[src/rtl/cpu_pkg.sv]
// Shared CPU datapath definitions: control state encoding, shift-mode codes
// and the default data width.
package cpu_pkg;

    typedef enum logic [1:0] {
        ST_IDLE  = 2'd0,
        ST_SHIFT = 2'd1,
        ST_DONE  = 2'd2
    } state_t;

    localparam logic SH_LOGIC = 1'b0;
    localparam logic SH_ARITH = 1'b1;

    localparam int DEF_WIDTH = 32;

endpackage : cpu_pkg

[src/rtl/shift_right_seq_step.sv]
// One-bit combinational right shift; the vacated MSB takes the sign bit in
// arithmetic mode and zero in logical mode.
module shift_right_step
    import cpu_pkg::*;
#(
    parameter int WIDTH = DEF_WIDTH
) (
    input  logic [WIDTH-1:0] data_i,
    input  logic             mode_i,
    output logic [WIDTH-1:0] data_o
);

    logic fill;

    assign fill   = (mode_i == SH_ARITH) ? data_i[WIDTH-1] : 1'b0;
    assign data_o = {fill, data_i[WIDTH-1:1]};

endmodule : shift_right_step

[src/rtl/shift_right_seq.sv]
// Multi-cycle right shifter (SRL/SRA class): one bit per cycle, with a
// start/busy/done handshake towards the main control FSM.
module shift_right_seq
    import cpu_pkg::*;
#(
    parameter int WIDTH   = DEF_WIDTH,
    parameter int SHAMT_W = 5
) (
    input  logic               clk_i,
    input  logic               rst_i,
    input  logic               start_i,
    input  logic               arith_i,
    input  logic [WIDTH-1:0]   data_i,
    input  logic [SHAMT_W-1:0] shamt_i,
    output logic               busy_o,
    output logic               done_o,
    output logic [WIDTH-1:0]   data_o
);

    state_t             state_q, state_d;
    logic [SHAMT_W-1:0] count_q, count_d;
    logic [WIDTH-1:0]   data_q,  data_d;
    logic               mode_q,  mode_d;
    logic [WIDTH-1:0]   step_data;

    shift_right_step #(.WIDTH(WIDTH)) u_step (
        .data_i (data_q),
        .mode_i (mode_q),
        .data_o (step_data)
    );

    always_comb begin
        state_d = state_q;
        count_d = count_q;
        data_d  = data_q;
        mode_d  = mode_q;
        case (state_q)
            ST_IDLE, ST_DONE: begin
                // DONE accepts a new start the same way IDLE does, so
                // operations can run back to back without an idle bubble.
                if (start_i) begin
                    data_d  = data_i;
                    count_d = shamt_i;
                    mode_d  = arith_i;
                    state_d = (shamt_i == '0) ? ST_DONE : ST_SHIFT;
                end else begin
                    state_d = ST_IDLE;
                end
            end
            ST_SHIFT: begin
                data_d  = step_data;
                count_d = count_q - SHAMT_W'(1);
                if (count_q == SHAMT_W'(1)) begin
                    state_d = ST_DONE;
                end
            end
            default: state_d = ST_IDLE;
        endcase
    end

    always_ff @(posedge clk_i or negedge rst_i) begin
        if (!rst_i) begin
            state_q <= ST_IDLE;
            count_q <= '0;
            data_q  <= '0;
            mode_q  <= SH_LOGIC;
        end else begin
            state_q <= state_d;
            count_q <= count_d;
            data_q  <= data_d;
            mode_q  <= mode_d;
        end
    end

    assign busy_o = (state_q == ST_SHIFT);
    assign done_o = (state_q == ST_DONE);
    assign data_o = data_q;

endmodule : shift_right_seq

[config.mk]
export PLATFORM = sky130hd
export DESIGN_NAME = shift_right_seq
export DESIGN_NICKNAME = d
export VERILOG_FILES = /design/src/rtl/cpu_pkg.sv /design/src/rtl/shift_right_seq_step.sv /design/src/rtl/shift_right_seq.sv
export SDC_FILE = /design/constraint.sdc
export NUM_CORES = 1
export LEC_CHECK = 0
export BUFFER_PORTS_ARGS = -buffer_cell sky130_fd_sc_hd__clkbuf_2
export CAP_MARGIN = 25
export CORE_MARGIN = 10
export CORE_UTILIZATION = 40
export CTS_CLUSTER_SIZE = 24
export DETAILED_ROUTE_END_ITERATION = 6
export GPL_TIMING_DRIVEN = 0
export PLACE_DENSITY = 0.7
export SLEW_MARGIN = 20
export SYNTH_ARGS = -nofsm -noshare
export SYNTH_HDL_FRONTEND = slang
export SYNTH_SLANG_ARGS = --single-unit
[constraint.sdc]
create_clock -name clk_i -period 1.1 [get_ports clk_i]
set_input_delay 0.11 -clock clk_i [delete_from_list [all_inputs] [get_ports clk_i]]
set_output_delay 0.11 -clock clk_i [all_outputs]
set_load 0.01 [all_outputs]
# Word level (Yosys, flattened, before mapping)
# Index checks and enable logic that the tools add are counted.
# Widths: inputs -> output; s select.
[op_classes] addsub=1 eq_ne=6 muxes=9 n_reduce_logical=7
[ops] cell="$pmux 32 s2" count=1
[ops] cell="$mux 32" count=1
[ops] cell="$pmux 5 s2" count=1
[ops] cell="$mux 2" count=3
[ops] cell="$eq 5x1->1 const B" count=1
[ops] cell="$logic_not 5->1" count=1
[ops] cell="$mux 5" count=1
[ops] cell="$sub 5x1->5 const B" count=1
[ops] cell="$ne 2x2->1 const B" count=2
[ops] cell="$pmux 2 s2" count=1
[ops] cell="$reduce_and 2->1" count=2
[ops] cell="$reduce_and 3->1" count=1
[ops] cell="$eq 2x1->1 const B" count=1
[ops] cell="$eq 2x2->1 const B" count=1
[ops] cell="$logic_not 2->1" count=1
[ops] cell="$ne 2x1->1 const B" count=1
[ops] cell="$reduce_bool 2->1" count=1
[ops] cell="$reduce_or 2->1" count=1
[ops] cell="$mux 1" count=1
[word_totals] reg_bits=40 in_bits=41 wordCells=28

# Logic depth before layout (Yosys ltp)
[logic_depth] depth_word=4 depth_mapped=5 depth_no_buf=5

# Cells and area by module
# From an unflattened synthesis, not the netlist that was laid out.
[unflattened] hier_cells=235 hier_area_um2=2109.5
[by_module_without_submodules] module="shift_right_seq" n_inst=1 cells_per_inst=202 area_each_um2=1863.0
[by_module_without_submodules] module="shift_right_step" n_inst=1 cells_per_inst=33 area_each_um2=246.5

# Worst setup path after synthesis
# Ideal clock, no wire load.
[synth_path] path_kind="register -> register" from="register state_q[1]" to="register count_q[1]" arrival_ps=1067 setup_slack_ps=-93 stages_incl_launch_ff=6 path_buffers=1 path_cell_list="dfrtp_1 -> nand2b_1 -> buf_6 -> inv_2 -> nor2_1 -> a221o_1"
[synth_via] elab_cells_between_ends=8 cone_classes="eq/ne: 3; mux: 1; reduce/logical: 4"
[synth_lines] item="start, declared" line="shift_right_seq.sv:20" text="state_t state_q, state_d;"
[synth_lines] item="start signal, assigned" line="shift_right_seq.sv:68" text="state_q <= state_d;"
[synth_lines] item="$eq 2x1->1 (*)"
[synth_lines] item="named net busy_o" line="shift_right_seq.sv:15" text="output logic busy_o,"
[synth_lines] item="$reduce_bool 2->1 (no line)"
[synth_lines] item="$reduce_and 2->1 (no line)"
[synth_lines] item="end signal, assigned" line="shift_right_seq.sv:69" text="count_q <= count_d;"
[synth_lines] item="end, declared" line="shift_right_seq.sv:21" text="logic [SHAMT_W-1:0] count_q, count_d;"
# The timed path passes the listed nets; every way through them passes the cells marked *.
# A chain may end at the register's enable or synchronous reset.

# Worst setup path in the final report
[layout_path] from="register state_q[1]" to="register count_q[2]"
[layout_via] elab_chain_cells=4 elab_cells_between_ends=8 cone_classes="eq/ne: 3; mux: 1; reduce/logical: 4"
[layout_lines] item="$eq 2x2->1 / $logic_not 2->1 (equally long branches)" line="shift_right_seq.sv:37" text="case (state_q)"
[layout_lines] item="$reduce_or 2->1" line="shift_right_seq.sv:37"
[layout_lines] item="$ne 2x2->1 (no line) / $reduce_bool 2->1 (equally long branches)"
[layout_lines] item="$reduce_and 2->1 (no line)"
# Several ways; a longest one is shown, not always the timed one.

==> qor.csv <==
stage,metric,value,unit
synthesis,mux cell area share after synthesis,0.5232,%
sta,Hold Slack,-60.48,ps
global_routing,initial antenna violation count,0,
synthesis,syn_area_per_cell,8.736,um^2
pwr,Peak VDD IR,1.363,mV
floorplan,core area,0.004692,mm^2
finish,layout cells sized above 1,48.39,%
clock_tree,CTS buffer count,5,
setup_path,CP endpoint kind,flop,
detailed_routing,DR WL/cell,16.52,um
run_status,status,"finished, violations left",
pwr,Pwr Total,8.213,mW
clock_tree,clock slew at reported path FFs,80,ps
detailed_routing,DRT Wirelength,6.013,mm
setup_path,data required time of the critical path,1280,ps
setup_path,Worst Path Max Fanout,8,
sta,"Hold Vio Cnt, Final",40,
pwr,power density over the cells,2844,mW/mm^2
sta,Tightest Pin Transition,900.3,ps
clock_tree,TritonCTS clock tree,yes,
sta,final worst path period share,114.8,%
place,placed instance area,0.002377,mm^2
synthesis,compound-cell area share of the yosys netlist,14.39,%
setup_path,Worst Path Arrival,1440,ps
finish,"non-filler cells, final",364,
synthesis,xor and xnor area share after synthesis,0,%
synthesis,Yosys cell types,24,
sta,Final setup viols,41,
synthesis,post-synthesis sequential area ratio,52.32,%
sta,Worst slew margin,39.98,%
floorplan,Rows,25,
finish,Final Instance Area,0.002888,mm^2
floorplan,die width,89.16,um
sta,Post-Route Skew,5.821,ps
worst_hold_path,worst min path class,in2async,
sta,minimum clock period,1263,ps
floorplan,DIE HEIGHT,89.16,um
synthesis,post-synthesis cell area,0.001913,mm^2
global_routing,first-pass GRT wire length,9.101,mm
finish,fin nets,352,
global_routing,vias in the first global route,1897,
run_status,failing checks,"hold timing, setup timing",
clock_tree,"Hold-fix buffers, CTS",0,
sta,Peak Freq,0.7920,GHz
finish,n_diodes,0,
place,routability cong.,0.7940,
global_routing,largest net degree at the start of global routing,41,
clock_tree,H-tree levels,2,
sta,count of pins over their slew limit,0,
finish,Syn-to-layout area delta,50.95,%
clock_tree,root buffer cell,clkbuf_8,
floorplan,Die Area,0.007949,mm^2
sta,RSZ-0062 raised after global routing,true,
floorplan,io pins,75,
synthesis,simple-gate portion of the synthesized area,25.31,%
sta,setup_tns,-3417,ps
detailed_routing,Post-route DRC,0,
synthesis,Yosys warnings,0,
detailed_routing,DRT antenna net count,0,
finish,"Core Util, Final",61.55,%
place,Placed Cells,347,
detailed_routing,via/cell ratio,5.228,
setup_path,crit path kind,reg2reg,
detailed_routing,via count,1903,
detailed_routing,Pre-Repair DR Iteration Count,4,
sta,worst setup margin,-162.7,ps
place,I/O Buffers,74,
global_routing,Congestion Overflow GR,0,
global_routing,Tot GR Track Use,14.33,%
setup_path,startpoint class of the critical path,flop,
clock_tree,clock sinks,40,
clock_tree,Max clock buf depth,2,
place,detailed placement HPWL,4.058,mm
pwr,leakage power,1.438,nW
synthesis,largest family of logic cells by synthesized area,simple AND/OR/NAND/NOR gates,
finish,Filler Cells Inserted,429,
synthesis,syn nets,262,
synthesis,adder-cell area share of the yosys netlist,1.308,%
detailed_routing,Iter 0 DRT Violations,81,
floorplan,Initial Util,40.77,%
synthesis,Post-Synthesis Cells,219,
job,Max-Cap Viols,0,
synthesis,count of state elements after synthesis,40,
clock_tree,Skew-Pair Late Insertion Delay,300,ps
[flip-flops by register name (all words and copies together), names as in the netlist]
signal	flops
data_o	32
count_q	5
mode_q	1
state_q	2
[stage by stage]
step | worst slack [ps] | hold WS [ps]
2_1_floorplan | -59.81 | -185.6
3_3_place_gp | -180.9 | 321.5
3_5_place_dp | -217.2 | 316.0
4_1_cts | -136.3 | 4.527
5_1_grt | -207.4 | 7.645
6_report | -162.7 | -60.48
[cells in the mapped netlist (all sizes together)]
cell	instances	area share, %
o22ai	1	0.33
ha	2	1.3
nor3b	2	0.78
buf	17	5.6
mux2i	1	0.52
a31oi	31	10
nand2	66	13
nor2b	2	0.65
inv	3	0.59
a221o	3	1.6
and3	2	0.65
dfrtp	40	52
o32ai	2	0.92
nor3	5	1.3
o21ai	2	0.52
or4	1	0.59
nor4b	1	0.46
nand2b	2	0.65
nor2	35	7.3
a22o	1	0.92
[cells by family after synthesis]
logic type | count (synthesis)
and+or+nand+nor | 116
muxes | 1
adders and majority gates | 2
DFF | 40
AOI/OAI and AO/OA | 40
buffers and inverters | 20
[power breakdown]
| part | switching, mW | leakage, nW | internal (mW) |
|---|---|---|---|
| clock network | 0.522 | 0.0645 | 0.801 |
| registers | 0.631 | 0.438 | 2.13 |
| logic | 2.16 | 0.936 | 1.96 |
| total | 3.32 | 1.44 | 4.90 |
[layer usage]
metal	global-route usage, %	part of all wire, %
met1	17.99	43
met2	22.90	49
met3	4.376	6.7
met4	4.624	1.2
met5	0	0
[critical path, cell delays in order, from the launching register on]
cell and delay (ps):
dfrtp_1 380, nand2b_4 200, buf_4 160, mux2i_1 110, a221o_1 300
[cell usage in the layout, fill, tap and decap left out, drive strengths merged]
master | Yosys | final
or4 | 1 | 1
o21ai | 2 | 2
o32ai | 2 | 2
buf | 17 | 25
a22o | 1 | 1
nor4b | 1 | 1
a31oi | 31 | 31
and3 | 2 | 2
inv | 3 | 3
mux2i | 1 | 1
nor3b | 2 | 2
ha | 2 | 2
a221o | 3 | 3
dfrtp | 40 | 40
nor3 | 5 | 5
nor2b | 2 | 2
clkbuf | 0 | 82
nand2 | 66 | 66
bufinv | 0 | 1
nor2 | 35 | 35
nand2b | 2 | 2
o22ai | 1 | 1
[timing repair]
| action | 4_1_cts | 5_1_grt |
|---|---|---|
| resized for setup | 24 | 57 |
| buffers inserted | 4 | 3 |
| cloned | 1 | 3 |
| pin swaps | 4 | 48 |
| setup endpoints to repair | 42 | 42 |
[final cells by class]
class	count	area [um^2]	area share (%)
plain buffers	15	166.4	5.763
clock buffers	7	96.34	3.336
clock inverters	1	30.03	1.040
inverters	3	16.27	0.5633
multi-input cells	159	999.7	34.62
flip-flops and latches	40	1002	34.71
well taps	54	67.56	2.340
repair buffers	85	509.2	17.63
[path summary, 6_finish.rpt]
| check | start | endpoint | slack (ps) | cells past startpoint |
|---|---|---|---|---|
| max | state_q[1] | count_q[2] | -160 | 4 |
| min | rst_i | data_o[22] | -60 | 1 |
| max reg2reg | state_q[1] | count_q[2] | -160 | 4 |
| min reg2reg | mode_q | mode_q | 480 | 2 |
| max in group asynchronous | rst_i | state_q[0] | 550 | 1 |
| min in group clk_i | arith_i | mode_q | 10 | 3 |
No activity file was read; power rests on OpenSTA's default activity.
